===== src/rtl/xosera_pkg.sv =====
// Shared constants and state encoding for the m68k-style bus interface.
package xosera_pkg;

  localparam logic cs_ENABLED = 1'b0;  // chip select is active low
  localparam logic RnW_READ   = 1'b1;  // rd_nwr high means read

  typedef enum logic [1:0] {
    StWaitIdle,
    StIdle,
    StReadWait,
    StActive
  } bus_state_e;

endpackage


===== src/rtl/bus_sync.sv =====
// Multi-flop synchronizer for a single asynchronous level, resetting to 1 (deasserted).
module bus_sync #(
  parameter int unsigned STAGES = 2
) (
  input  logic clk,
  input  logic reset_n_i,
  input  logic d_i,
  output logic q_o
);

  logic [STAGES-1:0] sync_q;

  always_ff @(posedge clk or negedge reset_n_i) begin
    if (!reset_n_i) begin
      sync_q <= '1;
    end else begin
      sync_q <= {sync_q[STAGES-2:0], d_i};
    end
  end

  assign q_o = sync_q[STAGES-1];

endmodule


===== src/rtl/bus_intf.sv =====
// Asynchronous m68k-style bus to register-file bridge: one read or write strobe per
// chip-select assertion, with byte assembly for writes and byte selection for reads.
module bus_intf
  import xosera_pkg::*;
#(
  parameter int unsigned SYNC_STAGES = 2
) (
  input  logic        clk,
  input  logic        reset_n_i,
  input  logic        bus_cs_n_i,
  input  logic        bus_rd_nwr_i,
  input  logic        bus_bytesel_i,
  input  logic [3:0]  bus_reg_num_i,
  input  logic [7:0]  bus_data_i,
  output logic [7:0]  bus_data_o,
  input  logic [15:0] reg_read_data_i,
  output logic        reg_write_strobe_o,
  output logic        reg_read_strobe_o,
  output logic [3:0]  reg_num_o,
  output logic        reg_bytesel_o,
  output logic [15:0] reg_data_o
);

  localparam logic [2:0] SettleCnt = 3'(SYNC_STAGES);

  logic        cs_n_sync;
  bus_state_e  state_q;
  logic [2:0]  settle_q;
  logic        rd_phase_q;
  logic [7:0]  hi_byte_q;
  logic [7:0]  bus_data_q;
  logic        wr_stb_q;
  logic        rd_stb_q;
  logic [3:0]  reg_num_q;
  logic        bytesel_q;
  logic [15:0] reg_data_q;

  bus_sync #(
    .STAGES (SYNC_STAGES)
  ) u_cs_sync (
    .clk       (clk),
    .reset_n_i (reset_n_i),
    .d_i       (bus_cs_n_i),
    .q_o       (cs_n_sync)
  );

  always_ff @(posedge clk or negedge reset_n_i) begin
    if (!reset_n_i) begin
      state_q    <= StWaitIdle;
      settle_q   <= '0;
      rd_phase_q <= 1'b0;
      hi_byte_q  <= '0;
      bus_data_q <= '0;
      wr_stb_q   <= 1'b0;
      rd_stb_q   <= 1'b0;
      reg_num_q  <= '0;
      bytesel_q  <= 1'b0;
      reg_data_q <= '0;
    end else begin
      wr_stb_q <= 1'b0;
      rd_stb_q <= 1'b0;
      unique case (state_q)
        StWaitIdle: begin
          // The synchronizer output is only trusted once a full chain of real samples
          // has shifted through; a select already low at reset release is ignored.
          if (settle_q != SettleCnt) begin
            settle_q <= settle_q + 3'd1;
          end else if (cs_n_sync != cs_ENABLED) begin
            state_q <= StIdle;
          end
        end
        StIdle: begin
          if (cs_n_sync == cs_ENABLED) begin
            reg_num_q  <= bus_reg_num_i;
            bytesel_q  <= bus_bytesel_i;
            rd_phase_q <= 1'b0;
            if (bus_rd_nwr_i == RnW_READ) begin
              rd_stb_q <= 1'b1;
              state_q  <= StReadWait;
            end else begin
              wr_stb_q <= 1'b1;
              state_q  <= StActive;
              if (!bus_bytesel_i) begin
                hi_byte_q  <= bus_data_i;
                reg_data_q <= {bus_data_i, bus_data_i};
              end else begin
                reg_data_q <= {hi_byte_q, bus_data_i};
              end
            end
          end
        end
        StReadWait: begin
          // Register file answers one cycle after the strobe; latch on the second cycle.
          if (!rd_phase_q) begin
            rd_phase_q <= 1'b1;
          end else begin
            bus_data_q <= bytesel_q ? reg_read_data_i[7:0] : reg_read_data_i[15:8];
            state_q    <= (cs_n_sync == cs_ENABLED) ? StActive : StIdle;
          end
        end
        StActive: begin
          if (cs_n_sync != cs_ENABLED) begin
            state_q <= StIdle;
          end
        end
        default: state_q <= StWaitIdle;
      endcase
    end
  end

  assign bus_data_o         = bus_data_q;
  assign reg_write_strobe_o = wr_stb_q;
  assign reg_read_strobe_o  = rd_stb_q;
  assign reg_num_o          = reg_num_q;
  assign reg_bytesel_o      = bytesel_q;
  assign reg_data_o         = reg_data_q;

endmodule


===== config.mk =====
export PLATFORM = sky130hd
export DESIGN_NAME = bus_intf
export DESIGN_NICKNAME = d
export VERILOG_FILES = /design/src/rtl/xosera_pkg.sv /design/src/rtl/bus_sync.sv /design/src/rtl/bus_intf.sv
export SDC_FILE = /design/constraint.sdc
export NUM_CORES = 1
export LEC_CHECK = 0
export BUFFER_PORTS_ARGS = -buffer_cell sky130_fd_sc_hd__buf_2
export CORE_ASPECT_RATIO = 1.25
export CORE_MARGIN = 5
export CORE_UTILIZATION = 43
export CTS_BUF_LIST = sky130_fd_sc_hd__clkbuf_4
export DETAILED_ROUTE_END_ITERATION = 7
export GPL_TIMING_DRIVEN = 0
export PLACE_DENSITY_LB_ADDON = 0.1
export SETUP_SLACK_MARGIN = 0.1
export SYNTH_ARGS = -nofsm -noshare
export SYNTH_HDL_FRONTEND = slang
export SYNTH_SLANG_ARGS = --single-unit
export TNS_END_PERCENT = 10

===== constraint.sdc =====
create_clock -name clk -period 1.9 [get_ports clk]
set_clock_uncertainty 0.05 [all_clocks]
set_input_delay 0.19 -clock clk [delete_from_list [all_inputs] [get_ports clk]]
set_output_delay 0.19 -clock clk [all_outputs]
set_load 0.05 [all_outputs]

# Yosys cells after proc, flatten, opt, wreduce, memory -nomap -nowiden
# Index checks and enable logic that the tools add are counted.
# totals
ff_bits,47
in_bits,33
output_inout_bits,31
wordCells,48
# op_classes
n_addsub,1
eq_ne,7
muxes,17
bitwise_logic,3
reduce_logical,9
# op_table
op,n
two-way mux 16 bit,1
two-way mux 2 bit,5
two-way mux 1 bit,8
two-way mux 8 bit,1
one-hot mux 2 bit (4 select lines),1
AND reduction 2 bit,4
inequality test 2 bit (second input constant),3
AND reduction 3 bit,2
equality test 2 bit (second input constant),2
AND reduction 4 bit,1
adder 3 x 1 -> 3 bit (second input constant),1
inequality test 3 x 2 -> 1 bit (second input constant),1
inverter 1 bit,3
equality test 2 x 1 -> 1 bit (second input constant),1
logical NOT 2 bit,1
one-hot mux 1 bit (2 select lines),1
nonzero test 2 bit,1

# Depth between registers and ports, before layout
# depth
word_depth,3
ltp_mapped,7
mapped_depth_nobuf,5

# By module
# From an unflattened synthesis, not the netlist that was laid out.
# unflattened
hier_cells,160
hier_area_um2,2038.2
# modules_own_cells
module,n_inst,cells_per_inst,area_each_um2
bus_intf,1,158,1985.7
bus_sync,1,2,52.6

# Least setup slack after synthesis
# No wires, ideal clock.
# synth_path
path_kind,register -> register
startpoint,register state_q[1]
endpoint,register hi_byte_q[0]
setup_time_ps,125
t_arrival_ps,1632
required_ps,1725
path_slack_ps,93
path_stages_with_launch,7
period_less_slack_ps,1807
cell_sequence,dfrtp_1 inv_1 ha_1 nor2b_4 buf_6 nor3b_4 mux2_2
# synth_via
elab_chain_len,2
# synth_rtl
element,line_no,text
"start, declared",bus_intf.sv:27,bus_state_e state_q;
"start signal, assigned",bus_intf.sv:49,state_q <= StWaitIdle;
"start signal, assigned",bus_intf.sv:69,state_q <= StIdle;
"start signal, assigned",bus_intf.sv:79,state_q <= StReadWait;
equality test 2 x 1 -> 1 bit,bus_intf.sv:62,unique case (state_q)
AND reduction 4 bit (no source line),n/a,
"end signal, assigned",bus_intf.sv:84,hi_byte_q <= bus_data_i;
"end, declared",bus_intf.sv:30,logic [7:0] hi_byte_q;
# Every way passes these cells.
# A chain may end at the register's enable or synchronous reset.

# Worst setup path in the final report
# layout_path
startpoint,register state_q[1]
endpoint,register hi_byte_q[6]
# The elaborated chain is that of the path after synthesis.

==> run summary <==
The flow ran to the end, and the final reports show no timing, DRC or antenna violations. The slew at the pin closest to its max-slew limit came out at 1.02 ns. The clock passes through at most 2 buffers.

The cell count of the worst reg-to-reg path is 7. The worst register-to-register path begins at state_q[1]. The leakage component of the power is between 1 and 1.5 nW.

The final count of negative-setup-slack endpoints came out at 0. In the final layout, the multi-input gates occupy around 830 um^2. The number of antenna repair diodes is 0.

The data required time of the worst path came out at around 2.1 ns. Setup repair after global routing could not meet its margin everywhere. The detail route stage leaves a number of antenna-violating nets equal to 0. In the synthesized netlist the dominant register cell turns out to be dfrtp_1.

The via count is 1489. The max-capacitance violation count is 0. The setup slack on the worst flop-to-flop path is roughly 0.17 ns. The post-route worst setup slack is 0.167 ns. The largest net degree at the start of global routing came out at between 40 and 50. OpenSTA, run right after detailed placement, puts the worst setup slack at -0.165 ns. TritonCTS built the clock tree. The share of flip-flops with an asynchronous set or reset after synthesis is 100%.

Data arrives at the worst endpoint at around 1.9 ns. In this run, distinct cell masters in the synthesized netlist total 24. The end of the critical path is hi_byte_q[6].

Measured along the y axis, the die boundary spans approximately 87 um. Tracing the worst setup path back leads to its startpoint at state_q[1]. The total power per unit cell area is 1850 mW/mm^2. The later pin in the worst-skew pair is clocked with a latency of 0.35 ns.

The number of search-and-repair iterations in the first detailed-routing pass came out at 4. In this run the tightest slew margin relative to its limit is 32.3%. Pin placement for this block handled 64 I/O pins. The flip-flop and latch count after synthesis is 47.

The starting utilization of the core area came out at between 40% and 50%. The share of final-layout standard cells stronger than drive strength 1 came out at about 46%. The floorplan core area came out at about 0.0047 mm^2. The number of clock sinks seen by CTS came out at 47. The total die area is between 0.006 and 0.007 mm^2. The Yosys step of the flow raised 0 warnings.

The die span in x is 71.8 um. The placer's final routability congestion estimate came out at 0.883. The clock period minus final worst setup slack came out at approximately 1.7 ns. The total track usage is 15.2%.

The cell area that synthesis handed to floorplanning was ~0.002 mm^2. The maximum level of the CTS H-tree came out at 2. The number of standard cells in the final layout excluding fillers is approximately 300.

For this run, the top clock speed supported by timing is between 500 and 600 MHz. The first global-routing pass estimated 7.40 mm of wire. The first-iteration detailed-routing DRC count is 48. Dividing the synthesized area by the synthesized cell count gives between 10 and 15 um^2. The final critical-path share of the clock period is about nine tenths. After the last flow step, the layout net total stands at 281.

The clock buffer count from CTS came out at 5. The port buffer count came out at 62. The number of rows created at floorplan is 28.

The average vias per placed instance came out at ~4.9. The sequential cell area came out at roughly 0.0012 mm^2. The initial antenna violation count came to 0. Dividing the detail-routed wire length by the instance count gives around 14 um. In this run the clock root is driven by a clkbuf_4. The path class of the tightest hold or removal check is input pin to flop. STA classifies the critical path endpoint as a flop. The number of pins with negative max-slew slack in the final report is 0. The critical path in this run is classified as flop to flop.

The highest fanout seen on the critical path came out at 8. Summed over all layers, the routed wires come to 4.33 mm. The detailed placer's ending HPWL came out at between 3 and 4 mm. The sum of overflow across all layers after global routing is 0. The clock transition at the registers of the reported paths is about 0.12 ns. The count of final hold-check violations came out at 0. The utilization of the core after routing came out at between 50% and 60%.

The net count after synthesis is 200. The worst setup path is launched from a flop. Hold is met by roughly 0.039 ns. The DRC violations left came out at 0. The number of global-route vias before repair came out at 1625. The placed instance count came out at about 280.

The count of flip-flops with a built-in enable after synthesis came out at 0. The share of synthesized area occupied by flip-flops and latches came out at a little under three fifths. The endpoint identified for the worst register-to-register timing path is hi_byte_q[6]. After layout, the design draws a total of between 0.004 and 0.005 W. VDD sags by at most around 0.90 mV. The number of filler cells placed in the layout is about 400.

The layout overhead on the synthesized area came out at 30.7%. Synthesis produced approximately 160 cells.
==> final cells by class <==
| cell class | instances | area share [%] |
|---|---|---|
| sequential | 47 | 43.9 |
| multi-input combinational | 101 | 30.9 |
| timing repair buffer | 74 | 16.0 |
| tap | 60 | 2.80 |
| clock inverter | 2 | 2.24 |
| buffer | 8 | 1.77 |
| clock buffer | 6 | 1.68 |
| inverter | 5 | 0.700 |
==> through the flow <==
stage | setup TNS, ns | area [um^2]
detailed placement | -1.45 | 2440
floorplan | 0 | 2060
CTS | 0 | 2640
global placement | -1.16 | 2440
global route | 0 | 2680
finish | 0 | 2680
==> critical path, stage by stage, from the launching register on <==
cell	delay, ns
dfrtp_1	0.41
inv_2	0.08
ha_4	0.16
nor2b_4	0.14
buf_6	0.10
nor3b_4	0.21
buf_12	0.16
mux2_2	0.33
==> power breakdown <==
group          total, W  internal (W)  switching [W]  leakage, nW
Sequential      0.00165       0.00143       0.000222        0.546
Combinational   0.00259      0.000828        0.00176        0.711
Clock          0.000719      0.000425       0.000294       0.0559
==> cells by family (layout without fill, tap and decap cells) <==
| logic type | count (synthesis) | in the layout | share of synthesized area (%) |
|---|---|---|---|
| adders and majority gates | 6 | 6 | 3.66 |
| muxes | 39 | 39 | 20.3 |
| AOI/OAI and AO/OA | 24 | 24 | 6.52 |
| DFF | 47 | 47 | 57.4 |
| xor gates and xnor gates | 2 | 2 | 0.853 |
| and+or+nand+nor | 30 | 30 | 8.17 |
| buffers and inverters | 13 | 95 | 3.11 |
==> metal layers <==
| metal | global-route usage [%] | part of all wire [%] | wire (um) | vias up |
|---|---|---|---|---|
| met4 | 6.32 | 1.5 | 67 | 0 |
| met1 | 16.1 | 37 | 1620 | 731 |
| met2 | 28.0 | 56 | 2430 | 37 |
| met3 | 3.93 | 5.1 | 222 | 7 |
| met5 | 0 | 0 | 0 | - |
| li1 | - | - | - | 714 |
==> cell usage in the layout, fill, tap and decap left out, drive strengths merged, types with 2 or more instances in the layout <==
cell | Yosys | layout
mux2i | 18 | 18
ha | 6 | 6
bufinv | 0 | 2
clkbuf | 3 | 8
dfrtp | 45 | 45
inv | 5 | 5
nor2 | 17 | 17
buf | 5 | 74
nor3b | 2 | 2
dlygate4sd3 | 0 | 6
mux2 | 21 | 21
a21oi | 20 | 20
dfstp | 2 | 2
a2bb2oi | 2 | 2
nand2b | 5 | 5
xnor2 | 2 | 2
nor2b | 2 | 2
and2 | 2 | 2
==> how the worst min path moves through the flow <==
stage	startpoint	endpoint	slack, ns	cells after the start
2_1_floorplan	reset_n_i	bus_data_o[0]	-0.16	0
3_3_place_gp	bus_cs_n_i	u_cs_sync.sync_q[0]	0.25	1
3_5_place_dp	bus_cs_n_i	u_cs_sync.sync_q[0]	0.25	1
4_1_cts	bus_reg_num_i[2]	reg_num_o[2]	0.002	2
5_1_grt	bus_data_i[6]	reg_data_o[6]	0.009	2
6_report	bus_data_i[6]	reg_data_o[6]	0.04	2
==> synth_stat cells, types with 2 or more instances <==
cell	count	share of area, %
ha_1	6	3.7
a2bb2oi_1	2	0.85
nand2b_1	5	1.5
clkbuf_1	3	0.55
inv_1	5	0.91
dfrtp_1	45	55
buf_2	3	0.73
nor2_1	17	3.1
and2_1	2	0.61
xnor2_1	2	0.85
mux2i_1	18	8.8
dfstp_2	2	2.6
mux2_2	21	12
a21oi_1	20	4.9
==> sequential cells by signal, indices dropped and copies added, names as in the netlist <==
name	cells
bus_data_o	8
hi_byte_q	8
rd_phase_q	1
reg_bytesel_o	1
reg_data_o	16
reg_num_o	4
reg_read_strobe_o	1
reg_write_strobe_o	1
settle_q	3
state_q	2
u_cs_sync.sync_q	2
==> what timing repair did <==
action	in CTS	in global routing
setup buffers	4	2
endpoints found under the setup margin	24	16
hold buffers	3	3
gates resized for setup	3	5
endpoints found under the hold margin	47	3
pin swaps	0	0
Note: power is estimated with default switching activity, not from simulation.
